==> config.mk <==
export PLATFORM = sky130hd
export DESIGN_NAME = doodle_motion
export DESIGN_NICKNAME = d
export VERILOG_FILES = /design/src/rtl/doodle_motion.sv
export SDC_FILE = /design/constraint.sdc
export NUM_CORES = 1
export LEC_CHECK = 0
export CAP_MARGIN = 25
export CORE_ASPECT_RATIO = 0.7
export CORE_UTILIZATION = 53
export DETAILED_ROUTE_END_ITERATION = 6
export PLACE_DENSITY = 0.83
export SYNTH_ARGS = -nofsm -noshare
export SYNTH_HDL_FRONTEND = slang
export SYNTH_SLANG_ARGS = --single-unit
==> constraint.sdc <==
create_clock -name clk -period 3.1 [get_ports clk]
set_clock_uncertainty 0.05 [all_clocks]
set_input_delay 0.62 -clock clk [delete_from_list [all_inputs] [get_ports clk]]
set_output_delay 0.62 -clock clk [all_outputs]
set_load 0.03 [all_outputs]
==> src/rtl/doodle_motion.sv <==
// Doodle physics stage: tick generator, horizontal wrap, gravity, bounce, scroll and death.
// Optional DOODLE_INVINCIBLE_EN: the floor bounces the doodle instead of killing it.
module doodle_motion #(
    parameter int SCR_W       = 30,
    parameter int SCR_H       = 30,
    parameter int XW          = 5,
    parameter int YW          = 5,
    parameter int TICK_DIV    = 4,
    parameter int JUMP_V      = 6,
    parameter int GRAV        = 1,
    parameter int VMAX        = 6,
    parameter int SCROLL_LINE = 20
) (
    input  logic              clk,
    input  logic              reset,
    input  logic              start,
    input  logic              left,
    input  logic              right,
    input  logic              plat_below,
    output logic              physics_update,
    output logic [XW-1:0]     doodle_x,
    output logic [YW-1:0]     doodle_y,
    output logic signed [4:0] vel,
    output logic              scroll,
    output logic [YW-1:0]     scroll_amt,
    output logic              dead
);

    localparam int CW = (TICK_DIV > 2) ? $clog2(TICK_DIV) : 1;
    localparam int SW = YW + 2;
    // The clamp line can never sit above the top row of the screen.
    localparam int SL_INT = (SCROLL_LINE < SCR_H - 1) ? SCROLL_LINE : SCR_H - 1;
    localparam logic signed [SW-1:0] SLINE = SW'(SL_INT);
    localparam logic signed [4:0]    VJUMP = 5'(JUMP_V);
    localparam logic signed [4:0]    VMIN  = 5'(-VMAX);
    localparam logic signed [4:0]    VGRAV = 5'(GRAV);

    typedef enum logic [1:0] {StIdle, StRising, StFalling, StDead} state_e;

    state_e              state_q, state_d;
    logic [CW-1:0]       cnt_q;
    logic [XW-1:0]       x_q, x_d;
    logic [YW-1:0]       y_q, y_d;
    logic signed [4:0]   vel_q, vel_d;
    logic                scroll_q, scroll_d;
    logic [YW-1:0]       amt_q, amt_d;
    logic                dead_q, dead_d;
    logic signed [SW-1:0] sum;
    logic signed [4:0]   vel_dec;

    assign physics_update = (cnt_q == CW'(TICK_DIV - 1));
    assign sum            = $signed({2'b00, y_q}) + $signed({{(SW-5){vel_q[4]}}, vel_q});
    assign vel_dec        = vel_q - VGRAV;

    always_ff @(posedge clk or negedge reset) begin
        if (!reset) begin
            cnt_q <= '0;
        end else if (physics_update) begin
            cnt_q <= '0;
        end else begin
            cnt_q <= cnt_q + 1'b1;
        end
    end

    always_ff @(posedge clk or negedge reset) begin
        if (!reset) begin
            state_q  <= StIdle;
            x_q      <= XW'(SCR_W / 2);
            y_q      <= YW'(1);
            vel_q    <= '0;
            scroll_q <= 1'b0;
            amt_q    <= '0;
            dead_q   <= 1'b0;
        end else begin
            state_q  <= state_d;
            x_q      <= x_d;
            y_q      <= y_d;
            vel_q    <= vel_d;
            scroll_q <= scroll_d;
            amt_q    <= amt_d;
            dead_q   <= dead_d;
        end
    end

    always_comb begin
        state_d  = state_q;
        x_d      = x_q;
        y_d      = y_q;
        vel_d    = vel_q;
        scroll_d = 1'b0;
        amt_d    = '0;
        dead_d   = dead_q;
        unique case (state_q)
            StIdle: begin
                if (start) begin
                    vel_d   = VJUMP;
                    state_d = StRising;
                end
            end
            StRising, StFalling: begin
                if (physics_update) begin
                    if (right && !left) begin
                        x_d = (x_q == XW'(SCR_W - 1)) ? '0 : x_q + 1'b1;
                    end else if (left && !right) begin
                        x_d = (x_q == '0) ? XW'(SCR_W - 1) : x_q - 1'b1;
                    end

                    if (state_q == StFalling && plat_below) begin
                        vel_d   = VJUMP;
                        state_d = StRising;
                    end else if (sum[SW-1] || sum == '0) begin
                        y_d = '0;
`ifdef DOODLE_INVINCIBLE_EN
                        vel_d   = VJUMP;
                        state_d = StRising;
`else
                        vel_d   = '0;
                        state_d = StDead;
                        dead_d  = 1'b1;
`endif
                    end else begin
                        if (sum > SLINE) begin
                            y_d      = YW'(SL_INT);
                            scroll_d = 1'b1;
                            amt_d    = YW'(sum - SLINE);
                        end else begin
                            y_d = YW'(sum);
                        end
                        vel_d   = (vel_dec < VMIN) ? VMIN : vel_dec;
                        state_d = vel_d[4] ? StFalling : StRising;
                    end
                end
            end
            StDead: ;
            default: state_d = StIdle;
        endcase
    end

    assign doodle_x   = x_q;
    assign doodle_y   = y_q;
    assign vel        = vel_q;
    assign scroll     = scroll_q;
    assign scroll_amt = amt_q;
    assign dead       = dead_q;

endmodule

==> results.yml, run 1 <==
status:
  run_status: "finished, final reports clean"
sta:
  tightestPinTransition_ns: 0.540
  rsz0062_at_grt: "false"
  period_minus_slack_ns: 2.79
  slew-limit-headroom_pct: 63.9
  final.setup.tns_ns: 0
  final.period_utilization_pct: 90.0
  setup_viol_count_final: 0
  maxClockFrequency_mhz: 358
  drv_slew: 0
  hold_viol_final: 0
logic_synthesis:
  cells_after_synth: 175
  netlist_area_mm2: 0.00172
  synth_edf_count: 0
  dominantRegCellSynth: "dfrtp_1"
  yosysMostFrequentCell: "dfrtp_1"
  post_synthesis_cell_type_count: 50
  netlist_top_cells_area: "dfrtp_1 31%, ha_1 13%, dfstp_2 7.7%, nand2_1 3.5%, inv_1 3.1%"
  synth_largest_type_area_fraction_pct: 30.6
  synthesis.nets: 200
  synthArstFlopShare_pct: 100
  synth_top_cell_by_area: "dfrtp_1"
  synth_seq_cells: 26
  synth.cells.most_frequent: "21 x dfrtp_1, 18 x ha_1, 16 x nand2_1"
  synth-warning-count: 0
  synth_sequential_area_ratio_pct: 38.3
  syn_area_per_cell_um2: 9.81
global_routing:
  maximum_number_of_pins_on_one_net_before_global_route_repair: 27
  first_global_vias: 1362
  globalRouteOverflowTotal: 0
  grt_first_pass_wirelength_mm: 6.38
  grtUsageTotal_pct: 23.3
  antenna_found_initial: 0
drt:
  detail_route.first_pass.iterations: 4
  via_count: 1432
  totalWireLength_mm: 3.72
  routedWlPerCell_um: 15.4
  route.antenna.remaining_nets: 0
  detail_route.iter0.violations: 119
  drcViolationCount: 0
  drt-vias-per-instance: 5.94
critical_path:
  required_ns: 3.23
  crit_type: "register to register"
  slack_of_the_worst_reg_to_reg_path_ns: 0.31
  crit_fanout: 9
  rr_startpoint: "vel[0]"
  worst_path_largest_cell_delay_ns: 0.44
  crit_path_cells: "ha_1, fa_1, xor2_2, inv_2, ha_1, a41oi_2, nand3_1, o31ai_1"
  reg2reg_depth: 8
  r2r_end: "vel[3]"
  worst_ep_arrival_time_ns: 2.92
  timing.critical_path.from_type: "register"
  critical_path_s_top_delay_family: "adder cells"
  slowest_cell_on_the_critical_path: "dfrtp_1"
  cp_num_cells: 8
  cp_num_buf_inv: 1
  critical-path-top-cell-by-count: "ha_1"
  end_kind: "register"
hold_path:
  hold_path_depth: 1
  hold_path_startpoint: "cnt_q[0]"
  min_delay_worst_endpoint: "cnt_q[0]"
  min_delay_path_class: "register to register"
layout:
  drive_above_1_share_pct: 10.2
  area_taken_by_multi_input_logic_gates_um2: 987
  numnets_final: 231
  seq_area_um2: 657
  growth_of_design_area_from_synthesis_to_finish_pct: 22.1
  n_fill_cell: 223
  fin_area_mm2: 0.00210
  fin_util_pct: 71.2
  ant_diodes: 0
floorplanning:
  die-width_um: 70.0
  pin_count: 29
  die_y_um: 49.6
  num_rows: 16
  core_area_mm2: 0.00294
  start_util_pct: 58.3
  fp.dieArea_mm2: 0.00347
clock_tree:
  cts_buffer_depth: 2
  h-tree-depth: 1
  numCtsBuffers: 3
  cts_resized: 0
  path_clk_slew_ns: 0.09
  clock_tree_from_tritoncts: "built"
  ctsHoldBuffers: 0
  clock_insertion_delay_worst_skew_ns: 0.27
  post_cts.repair.setup_buffers: 0
  cts_sink_count: 26
  cts_root_buf: "clkbuf_8"
run:
  max_cap_violations: 0
power_and_ir_drop:
  netSwitchingFraction_pct: 49.5
  power.net_switching_w: 0.00115
  cell_internal_pwr_w: 0.00117
  fin_total_pwr_w: 0.00231
  power.share.clock_pct: 9.6
  pwr-share-seq_pct: 25.7
  power_leakage_nw: 0.959
  pwr-share-comb_pct: 64.7
  power-per-cell-area_mw_per_mm2: 1100
  max-vdd-ir-drop_uv: 638
place:
  place_congestion: 0.877
  port_buffers: 28
  detailedPlacementHpwl_mm: 2.89
  placedInstanceArea_mm2: 0.00204
flip-flops by register name, indices dropped and copies added, names as in the netlist:
signal / cells
doodle_x: 5
cnt_q: 2
doodle_y: 5
scroll_amt: 5
state_q: 2
vel: 5
scroll: 1
dead: 1
layout by cell type, fill, tap and decap left out, types with 5 or more instances in the layout:
master	count
a21oi_1	6
and2_1	6
clkdlybuf4s50_1	28
dfrtp_1	21
dfstp_2	5
ha_1	18
inv_1	14
nand2_1	16
nand3_1	6
nor2_1	7
nor3_1	5
o21ai_1	5
power groups by stage:
stage | logic (W) | clock network [W] | registers, W
floorplan | 0.000885 | 0 | 0.000750
global placement | 0.00140 | 0 | 0.000593
detailed placement | 0.00147 | 0 | 0.000602
CTS | 0.00148 | 0.000224 | 0.000595
global route | 0.00164 | 0.000242 | 0.000617
finish | 0.00150 | 0.000222 | 0.000595
per-layer routing:
metal | global-route usage [%] | routed length (um) | vias up
li1 | - | - | 688
met1 | 31.8 | 1760 | 693
met2 | 38.0 | 1710 | 44
met3 | 5.52 | 205 | 7
met4 | 5.33 | 40 | 0
met5 | 0 | 0 | -
area by class of cell:
class                      count  share of cell area, %
inverter                      15                   2.69
multi-input combinational    130                   47.1
timing repair buffer          30                   14.1
tap                           36                   2.15
clock buffer                   4                   2.63
sequential                    26                   31.3
cells by family after synthesis:
kind of cell,Yosys count,share of synthesized area (%)
xor+xnor,7,4.45
simple gates,59,18.6
flops,26,38.3
buf+inv,19,4.23
compound gates,45,20.2
fa+ha+maj,19,14.3
metrics by stage:
stage               worst slack [ns]  hold WS (ns)  instances
floorplan                      0.389         0.274        175
global placement               0.454         0.365        237
detailed placement             0.375         0.367        237
CTS                            0.335         0.387        241
global route                   0.129         0.425        241
finish                         0.310         0.389        241
worst max-delay path by stage:
stage,start,end,slack (ns)
final,vel[0],vel[3],0.31
after global routing,vel[0],vel[3],0.13
after CTS,vel[0],vel[3],0.34
after detailed placement,vel[0],vel[3],0.37
after global placement,doodle_y[1],doodle_y[1],0.45
after floorplan,vel[1],doodle_y[1],0.39
worst register-to-register path, stage by stage, from the launching register on:
cell and delay, ns:
dfrtp_1 0.44, ha_1 0.24, fa_1 0.43, xor2_2 0.30
inv_2 0.10, ha_1 0.24, a41oi_2 0.44, nand3_1 0.19
o31ai_1 0.27
Note: power is estimated with default switching activity, not from simulation.
==> run 2, diff against run 1 <==
CORE_MARGIN = 2   (was unset)
clock period = 2.7 ns   (was 3.1 ns; I/O delays follow)
==> run 2 against run 1 <==
Combinational power up 37%. Power grew 29%. Die area rose by 7.0%. Maximum frequency increased by 5.0%. Via count rose by 7.1%. Sequential share of layout area is 2.1 points lower. Clock-buffer cell count unchanged. Cell count grew 4.6%.
==> results.yml, run 2 (synthesized netlist as in run 1, its figures left out) <==
floorplanning:
  die_y_um: 51.6
  core_area_mm2: 0.00313
  fp.dieArea_mm2: 0.00372
  num_rows: 17
  die-width_um: 72.0
  pin_count: 29
  start_util_pct: 54.9
sta:
  drv_slew: 0
  period_minus_slack_ns: 2.66
  setup_slack_ns: 0.0437
  hold_viol_final: 0
  setup_viol_count_final: 0
  maxClockFrequency_mhz: 376
  final.period_utilization_pct: 98.4
  tightestPinTransition_ns: 0.642
  slew-limit-headroom_pct: 57.1
drt:
  detail_route.first_pass.iterations: 4
  detail_route.iter0.violations: 188
  via_count: 1533
  totalWireLength_mm: 4.16
  route.antenna.remaining_nets: 0
  drcViolationCount: 0
  drt-vias-per-instance: 6.08
  routedWlPerCell_um: 16.5
place:
  place_congestion: 0.917
  port_buffers: 28
  placedInstanceArea_mm2: 0.00208
  dp_worst_setup_slack_ns: -0.0661
  detailedPlacementHpwl_mm: 3.21
layout:
  layout_commonest_cell: "clkdlybuf4s50_1"
  ant_diodes: 0
  numnets_final: 240
  growth_of_design_area_from_synthesis_to_finish_pct: 31.4
  layout.cells.most_common_list: "28 x clkdlybuf4s50_1, 18 x dfrtp_1, 16 x nand2_1"
  fin_area_mm2: 0.00226
  drive_above_1_share_pct: 19.2
  fin_util_pct: 72.1
critical_path:
  crit_fanout: 5
  timing.critical_path.from_type: "register"
  worst_ep_arrival_time_ns: 2.76
  end_kind: "register"
  crit_type: "register to register"
  required_ns: 2.81
clock_tree:
  cts_sink_count: 26
  ctsHoldBuffers: 0
  clock_insertion_delay_worst_skew_ns: 0.27
  clock_tree_from_tritoncts: "built"
  cts_buffer_depth: 2
  numCtsBuffers: 3
  h-tree-depth: 1
  path_clk_slew_ns: 0.08
  cts_root_buf: "clkbuf_8"
run:
  max_cap_violations: 0
power_and_ir_drop:
  fin_total_pwr_w: 0.00299
  max-vdd-ir-drop_uv: 791
  power_leakage_nw: 1.00
  power-per-cell-area_mw_per_mm2: 1320
global_routing:
  grtUsageTotal_pct: 23.8
  maximum_number_of_pins_on_one_net_before_global_route_repair: 27
  antenna_found_initial: 0
  first_global_vias: 1455
  globalRouteOverflowTotal: 0
  grt_first_pass_wirelength_mm: 6.80
hold_path:
  min_delay_path_class: "register to register"
status:
  run_status: "finished, final reports clean"
==> run 2: changes by cell type in the layout (fill, tap and decap cells not counted), sizes merged <==
cell  delta
buf      +9
==> run 2: worst paths after layout <==
check	startpoint	endpoint	slack [ns]	depth (start not counted)
worst max register to register	doodle_y[1]	doodle_y[1]	0.04	8
max in group asynchronous	reset	doodle_x[1]	1.74	2
min in group asynchronous	reset	scroll	0.57	2
worst min-delay path	cnt_q[0]	cnt_q[0]	0.38	1
worst max-delay path	doodle_y[1]	doodle_y[1]	0.04	8
worst min register to register	cnt_q[0]	cnt_q[0]	0.38	1
==> run 2: repair_timing <==
action                                  CTS  global route
endpoints found under the setup margin    9            16
gates resized for setup                   1            14
pin swaps                                 0            10
setup buffers                             0             5
==> run 2: power by group <==
group | switching, W | internal (W) | leakage [nW]
sequential | 0.000160 | 0.000531 | 0.315
clock | 0.000116 | 0.000130 | 0.0288
combinational | 0.00117 | 0.000887 | 0.660
==> run 2: worst max-delay path, cell delays in order, from the launching register on <==
cell	delay, ns
dfrtp_2	0.46
buf_6	0.14
fa_2	0.43
xor2_4	0.19
ha_2	0.17
and2_1	0.14
o41a_1	0.52
nor3b_4	0.21
a22o_1	0.24
==> run 2: cell type report <==
type	instances	area, um^2
Fill cell	224	871
Timing Repair Buffer	39	367
Clock buffer	4	55.1
Tap cell	38	47.5
Inverter	15	56.3
Sequential cell	26	661
Multi-Input combinational cell	130	1070
==> run 2: routing by layer <==
layer  up-vias  global-route usage [%]  share of wire [%]
met5         -                       0                  0
met4         0                    12.9                3.0
met3        16                    5.62                6.0
met2        62                    39.2                 49
met1       746                    29.1                 42
li1        709                       -                  -
==> run 2: metrics by stage <==
step                      hold WS, ns  TNS (ns)  instances
after detailed placement        0.372    -0.187        243
after global placement          0.365         0        243
after CTS                       0.383         0        247
final                           0.379         0        252
after global routing            0.411   -0.0242        252
after floorplan                 0.194         0        175
==> run 3, diff against run 2 <==
CAP_MARGIN = 5   (was 25)
==> results of run 3 <==
Final layout, timing and power as in run 2 (identical DEF).
